`src/rtl/trng_pkg.sv`:
```
// Shared defaults for the TRNG bit packer: word width, FIFO depth, RCT cutoff
// and the FIFO occupancy-count width helper.
package trng_pkg;

  localparam int TRNG_WORD_W     = 8;
  localparam int TRNG_FIFO_DEPTH = 4;
  localparam int TRNG_RCT_CUTOFF = 32;

  // Occupancy must represent 0..DEPTH inclusive, hence one bit above the pointer width.
  function automatic int trng_cnt_w(input int depth);
    return $clog2(depth) + 1;
  endfunction

endpackage

```
`src/rtl/trng_sync_fifo.sv`:
```
// Single-clock FIFO; head visible combinationally, push-while-full accepted only with a pop.
// When empty, pop_dat holds the last head shown (0 after reset).
module trng_sync_fifo
  import trng_pkg::*;
#(
  parameter int WIDTH = 8,
  parameter int DEPTH = 4
) (
  input  logic                         clk,
  input  logic                         rst_n,
  input  logic                         push,
  input  logic [WIDTH-1:0]             push_dat,
  input  logic                         pop,
  output logic [WIDTH-1:0]             pop_dat,
  output logic                         full,
  output logic                         empty,
  output logic [trng_cnt_w(DEPTH)-1:0] count
);

  localparam int PW = $clog2(DEPTH);
  localparam int CW = trng_cnt_w(DEPTH);

  logic [WIDTH-1:0] mem_q [DEPTH];
  logic [WIDTH-1:0] mem_d [DEPTH];
  logic [PW-1:0]    wr_ptr_q, wr_ptr_d, rd_ptr_q, rd_ptr_d;
  logic [CW-1:0]    count_q, count_d;
  logic [WIDTH-1:0] hold_q, hold_d;
  logic             do_push, do_pop;

  assign full    = (count_q == CW'(DEPTH));
  assign empty   = (count_q == '0);
  assign count   = count_q;
  assign do_pop  = pop && !empty;
  assign do_push = push && (!full || do_pop);
  assign pop_dat = empty ? hold_q : mem_q[rd_ptr_q];

  always_comb begin
    mem_d    = mem_q;
    wr_ptr_d = wr_ptr_q;
    rd_ptr_d = rd_ptr_q;
    count_d  = count_q;
    hold_d   = pop_dat;
    if (do_push) begin
      mem_d[wr_ptr_q] = push_dat;
      wr_ptr_d        = wr_ptr_q + 1'b1;
    end
    if (do_pop) begin
      rd_ptr_d = rd_ptr_q + 1'b1;
    end
    if (do_push && !do_pop) begin
      count_d = count_q + 1'b1;
    end else if (do_pop && !do_push) begin
      count_d = count_q - 1'b1;
    end
  end

  always_ff @(posedge clk or negedge rst_n) begin
    if (!rst_n) begin
      for (int i = 0; i < DEPTH; i++) begin
        mem_q[i] <= '0;
      end
      wr_ptr_q <= '0;
      rd_ptr_q <= '0;
      count_q  <= '0;
      hold_q   <= '0;
    end else begin
      mem_q    <= mem_d;
      wr_ptr_q <= wr_ptr_d;
      rd_ptr_q <= rd_ptr_d;
      count_q  <= count_d;
      hold_q   <= hold_d;
    end
  end

endmodule

```
`src/rtl/trng_bit_packer.sv`:
```
// Packs debiased TRNG bits MSB-first into words, queues them and offers them on valid/ready.
// Optional repetition-count health test enabled by the TRNG_HEALTH_EN macro.
module trng_bit_packer
  import trng_pkg::*;
#(
  parameter int WORD_W     = TRNG_WORD_W,
  parameter int FIFO_DEPTH = TRNG_FIFO_DEPTH,
  parameter int RCT_CUTOFF = TRNG_RCT_CUTOFF
) (
  input  logic                              clk,
  input  logic                              rst_n,
  input  logic                              enable,
  input  logic                              bit_in,
  input  logic                              bit_valid,
  output logic [WORD_W-1:0]                 word_out,
  output logic                              word_valid,
  input  logic                              word_ready,
  output logic [trng_cnt_w(FIFO_DEPTH)-1:0] fifo_count,
  output logic                              overflow,
  output logic                              health_fail
);

  localparam int BCW = $clog2(WORD_W);

  logic [WORD_W-2:0] shreg_q, shreg_d;
  logic [BCW-1:0]    bit_cnt_q, bit_cnt_d;
  logic              overflow_q, overflow_d;
  logic              accept, word_done, push_req, pop, fifo_full, fifo_empty, inhibit;

  assign accept     = enable && bit_valid;
  assign word_done  = accept && (bit_cnt_q == BCW'(WORD_W - 1));
  assign push_req   = word_done && !inhibit;
  assign word_valid = !fifo_empty;
  assign pop        = word_valid && word_ready;
  assign overflow   = overflow_q;

  always_comb begin
    shreg_d    = shreg_q;
    bit_cnt_d  = bit_cnt_q;
    overflow_d = overflow_q;
    if (accept) begin
      shreg_d   = (WORD_W-1)'({shreg_q, bit_in});
      bit_cnt_d = word_done ? '0 : bit_cnt_q + 1'b1;
    end
    // A completed word is lost only when there is no room and nothing leaves this edge.
    if (push_req && fifo_full && !pop) begin
      overflow_d = 1'b1;
    end
  end

  always_ff @(posedge clk or negedge rst_n) begin
    if (!rst_n) begin
      shreg_q    <= '0;
      bit_cnt_q  <= '0;
      overflow_q <= 1'b0;
    end else begin
      shreg_q    <= shreg_d;
      bit_cnt_q  <= bit_cnt_d;
      overflow_q <= overflow_d;
    end
  end

`ifdef TRNG_HEALTH_EN
  localparam int RW = $clog2(RCT_CUTOFF + 1);

  logic [RW-1:0] run_cnt_q, run_cnt_d;
  logic          last_bit_q, last_bit_d;
  logic          health_fail_q, health_fail_d;

  always_comb begin
    run_cnt_d     = run_cnt_q;
    last_bit_d    = last_bit_q;
    health_fail_d = health_fail_q;
    if (accept) begin
      last_bit_d = bit_in;
      if (run_cnt_q != '0 && bit_in == last_bit_q) begin
        run_cnt_d = (run_cnt_q == RW'(RCT_CUTOFF)) ? run_cnt_q : run_cnt_q + 1'b1;
      end else begin
        run_cnt_d = RW'(1);
      end
      if (run_cnt_d == RW'(RCT_CUTOFF)) begin
        health_fail_d = 1'b1;
      end
    end
  end

  always_ff @(posedge clk or negedge rst_n) begin
    if (!rst_n) begin
      run_cnt_q     <= '0;
      last_bit_q    <= 1'b0;
      health_fail_q <= 1'b0;
    end else begin
      run_cnt_q     <= run_cnt_d;
      last_bit_q    <= last_bit_d;
      health_fail_q <= health_fail_d;
    end
  end

  // The failing bit's own edge already blocks the push.
  assign inhibit     = health_fail_d;
  assign health_fail = health_fail_q;
`else
  logic unused_rct_cutoff;
  assign unused_rct_cutoff = ^RCT_CUTOFF;
  assign inhibit           = 1'b0;
  assign health_fail       = 1'b0;
`endif

  trng_sync_fifo #(
    .WIDTH (WORD_W),
    .DEPTH (FIFO_DEPTH)
  ) u_fifo (
    .clk      (clk),
    .rst_n    (rst_n),
    .push     (push_req),
    .push_dat ({shreg_q, bit_in}),
    .pop      (pop),
    .pop_dat  (word_out),
    .full     (fifo_full),
    .empty    (fifo_empty),
    .count    (fifo_count)
  );

endmodule

```
`config.mk`:
```
export PLATFORM = sky130hd
export DESIGN_NAME = trng_bit_packer
export DESIGN_NICKNAME = d
export VERILOG_FILES = /design/src/rtl/trng_pkg.sv /design/src/rtl/trng_sync_fifo.sv /design/src/rtl/trng_bit_packer.sv
export SDC_FILE = /design/constraint.sdc
export NUM_CORES = 1
export LEC_CHECK = 0
export CORE_MARGIN = 2
export CORE_UTILIZATION = 39
export DETAILED_ROUTE_END_ITERATION = 6
export PLACE_DENSITY = 0.66
export SLEW_MARGIN = 0
export SYNTH_ARGS = -nofsm -noshare
export SYNTH_HDL_FRONTEND = slang
export SYNTH_SLANG_ARGS = --single-unit
```
`constraint.sdc`:
```
create_clock -name clk -period 2.3 [get_ports clk]
set_input_delay 0.345 -clock clk [delete_from_list [all_inputs] [get_ports clk]]
set_output_delay 0.345 -clock clk [all_outputs]
set_load 0.03 [all_outputs]
```
==> impl_metrics.py <==
metrics = {
    "logic_synthesis": {
        "synth_top_area_frac": 0.5645,
        "ys_async_sr_fraction": 1.000,
        "synth_enable_flop_cells": 0,
        "synth_area_um2": 2571,
        "synthFlopType": "dfrtp_1",
        "synth_area_per_cell_um2": 15.77,
        "synthesis.instances": 163,
        "synth_top_area_cell": "dfrtp_1",
        "synth_cell_types": 29,
        "synth_warnings": 0,
        "yosys-top-cells-area": "dfrtp_1 56%, mux2_2 19%, mux4_2 7.0%",
        "synth_seq_cells": 58,
        "yosysSeqAreaShare": 0.5645,
        "synth_fp_nets": 177,
    },
    "detailed_routing": {
        "route.antenna.remaining_nets": 0,
        "drc": 0,
        "drtIter0Drc": 53,
        "wire_per_inst_um": 16.56,
        "routed_wl_mm": 4.619,
        "vias_per_cell": 4.950,
        "vias": 1381,
        "firstDrtPassIters": 3,
    },
    "clocking": {
        "clkSinkCount": 58,
        "cts_max_path_buffers": 2,
        "cts_tree": "done",
        "cts_max_level": 3,
        "worst_skew_pair.late_latency_ns": 0.34,
        "cts_buffers": 9,
        "cts_root_buffer": "clkbuf_8",
        "path_clk_slew_ns": 0.06,
    },
    "finish": {
        "fillers": 524,
        "final_cell_mix": "55 x dfrtp_1, 43 x mux2_2, 11 x buf_4",
        "areaGrowthSynthToFinish_pct": 19.95,
        "final_common_cell": "dfrtp_1",
        "diodes": 0,
        "drive_gt1_frac": 0.4901,
        "nets": 212,
        "layout.area.seq_um2": 1455,
        "multi_input_area_um2": 1090,
    },
    "run_status": {
        "run_status": "finished, final reports clean",
    },
    "job": {
        "drv_cap": 0,
    },
    "worst_setup_path": {
        "cp.required_ns": 1.96,
        "endpoint_kind": "primary output",
        "crit_path_max_fanout": 5,
        "worstPathCellList": "buf_6, mux4_2, mux2_2, clkdlybuf4s15_2",
        "arrival_ns": 1.92,
        "r2r_cells": 7,
        "path_class": "flop to primary output",
        "cp-start-kind": "flop",
        "crit_slowest_cell": "mux4_2",
        "max_stage_delay_ns": 0.50,
    },
    "timing": {
        "timing.fmax_mhz": 442.4,
        "min_period_over_period": 0.9827,
        "min_period_ns": 2.260,
        "worst_clock_skew_ns": 0.006340,
        "finalMaxSlewViolations": 0,
        "fin_tns_setup_ns": 0,
        "hold_violations": 0,
        "worstMarginPinSlew_ns": 0.9031,
        "rsz0062_at_grt": "true",
        "max-slew-margin-rel": 0.3980,
        "setup_viol_count_final": 0,
    },
    "pwr": {
        "power.total_mw": 3.462,
        "powerDensity_nw_per_um2": 1122,
        "irDropWorstVdd_v": 0.0004906,
        "p_leak_nw": 1.483,
    },
    "global_route": {
        "grt_max_degree": 42,
        "grt_pass1_vias": 1543,
        "grt_overflow": 0,
        "grt_pass1_wl_mm": 7.707,
        "grt_usage": 0.1461,
        "antenna_found_initial": 0,
    },
    "place": {
        "dp_hpwl_mm": 3.223,
        "gp_congestion": 0.7678,
        "port_buffers": 18,
    },
    "die": {
        "die_width_um": 85.20,
        "start_util": 0.4049,
        "die_area_um2": 7258,
        "fp.dieH_um": 85.20,
        "placementRows": 29,
        "ios": 20,
        "coreArea_um2": 6350,
    },
    "hold_path": {
        "hp-class": "input port to asynchronous set/reset pin",
    },
}
-- final cells by class --
type	instances	share of cell area
sequential	58	0.4718
multi-input combinational	95	0.3533
timing repair buffer	31	0.07992
clock buffer	12	0.04706
tap	77	0.03124
clock inverter	3	0.01298
inverter	3	0.003651
-- cells in the mapped netlist (3+ instances only) --
library cell,n
mux2_1,5
dfrtp_1,58
xnor2_1,4
ha_1,7
nand3_4,4
nand3_1,3
mux2_2,43
buf_2,3
nand2_1,4
mux4_2,8
inv_1,3
-- flip-flops by register name, indices dropped and copies added, names as in the netlist --
register,cells
u_fifo.rd_ptr_q,2
u_fifo.wr_ptr_q,2
u_fifo.hold_q,8
overflow,1
shreg_q,7
u_fifo.mem_q,32
u_fifo.count,3
bit_cnt_q,3
-- per-stage QoR --
stage	cells	setup slack, ns	utilization	hold WS [ns]	cell area (um2)
3_5_place_dp	263	-0.2009	0.4562	0.4652	2897
4_1_cts	278	-0.03954	0.4861	0.1666	3087
6_report	279	0.03973	0.4857	0.1397	3084
2_1_floorplan	163	-0.009256	-	0.04941	2579
3_3_place_gp	263	-0.1564	0.4562	0.4654	2897
5_1_grt	279	-0.05172	0.4857	0.2073	3084
-- kinds of logic after synthesis --
kind of cell	Yosys count	synth area share
fa+ha+maj	8	0.04185
flops	58	0.5645
mux	56	0.2803
compound gates	5	0.01168
other cells	1	0.001458
xor+xnor	6	0.02044
simple gates	19	0.05936
buf+inv	10	0.02043
-- critical path: cells and delay by family (launching register included) --
kind,cells,cell delay (ns)
buffers and inverters,2,0.43
DFF,1,0.36
muxes,2,0.79
-- final timing paths --
path	start	slack, ns	endpoint
worst max-delay path	u_fifo.rd_ptr_q[0]$_DFFE_PN0P_	0.04	word_out[2]
worst min-delay path	rst_n	0.14	u_fifo.mem_q[24]$_DFFE_PN0P_
worst max register to register	u_fifo.count[1]$_DFFE_PN0P_	0.10	u_fifo.count[1]$_DFFE_PN0P_
worst min register to register	overflow$_DFFE_PN0P_	0.48	overflow$_DFFE_PN0P_
max in group asynchronous	rst_n	1.47	u_fifo.mem_q[28]$_DFFE_PN0P_
min in group clk	overflow$_DFFE_PN0P_	0.48	overflow$_DFFE_PN0P_
-- power breakdown --
group          switching, mW  internal [mW]
logic                  0.520          0.553
clock network          0.366          0.520
registers              0.213           1.29
-- repair_timing --
action	CTS	global route
pin swaps	0	0
resized for setup	27	18
hold buffers	0	0
setup buffers	0	1
setup endpoints to repair	8	9
-- per-layer routing --
layer  global-route usage  vias up  wire length [um]
met2               0.2386       18              2401
li1                     -      652                 -
met3              0.04864       10               164
met4              0.08225        0               110
met5                    0        -                 0
met1               0.1687      701              1943
Power figures use the tool's default switching activity.
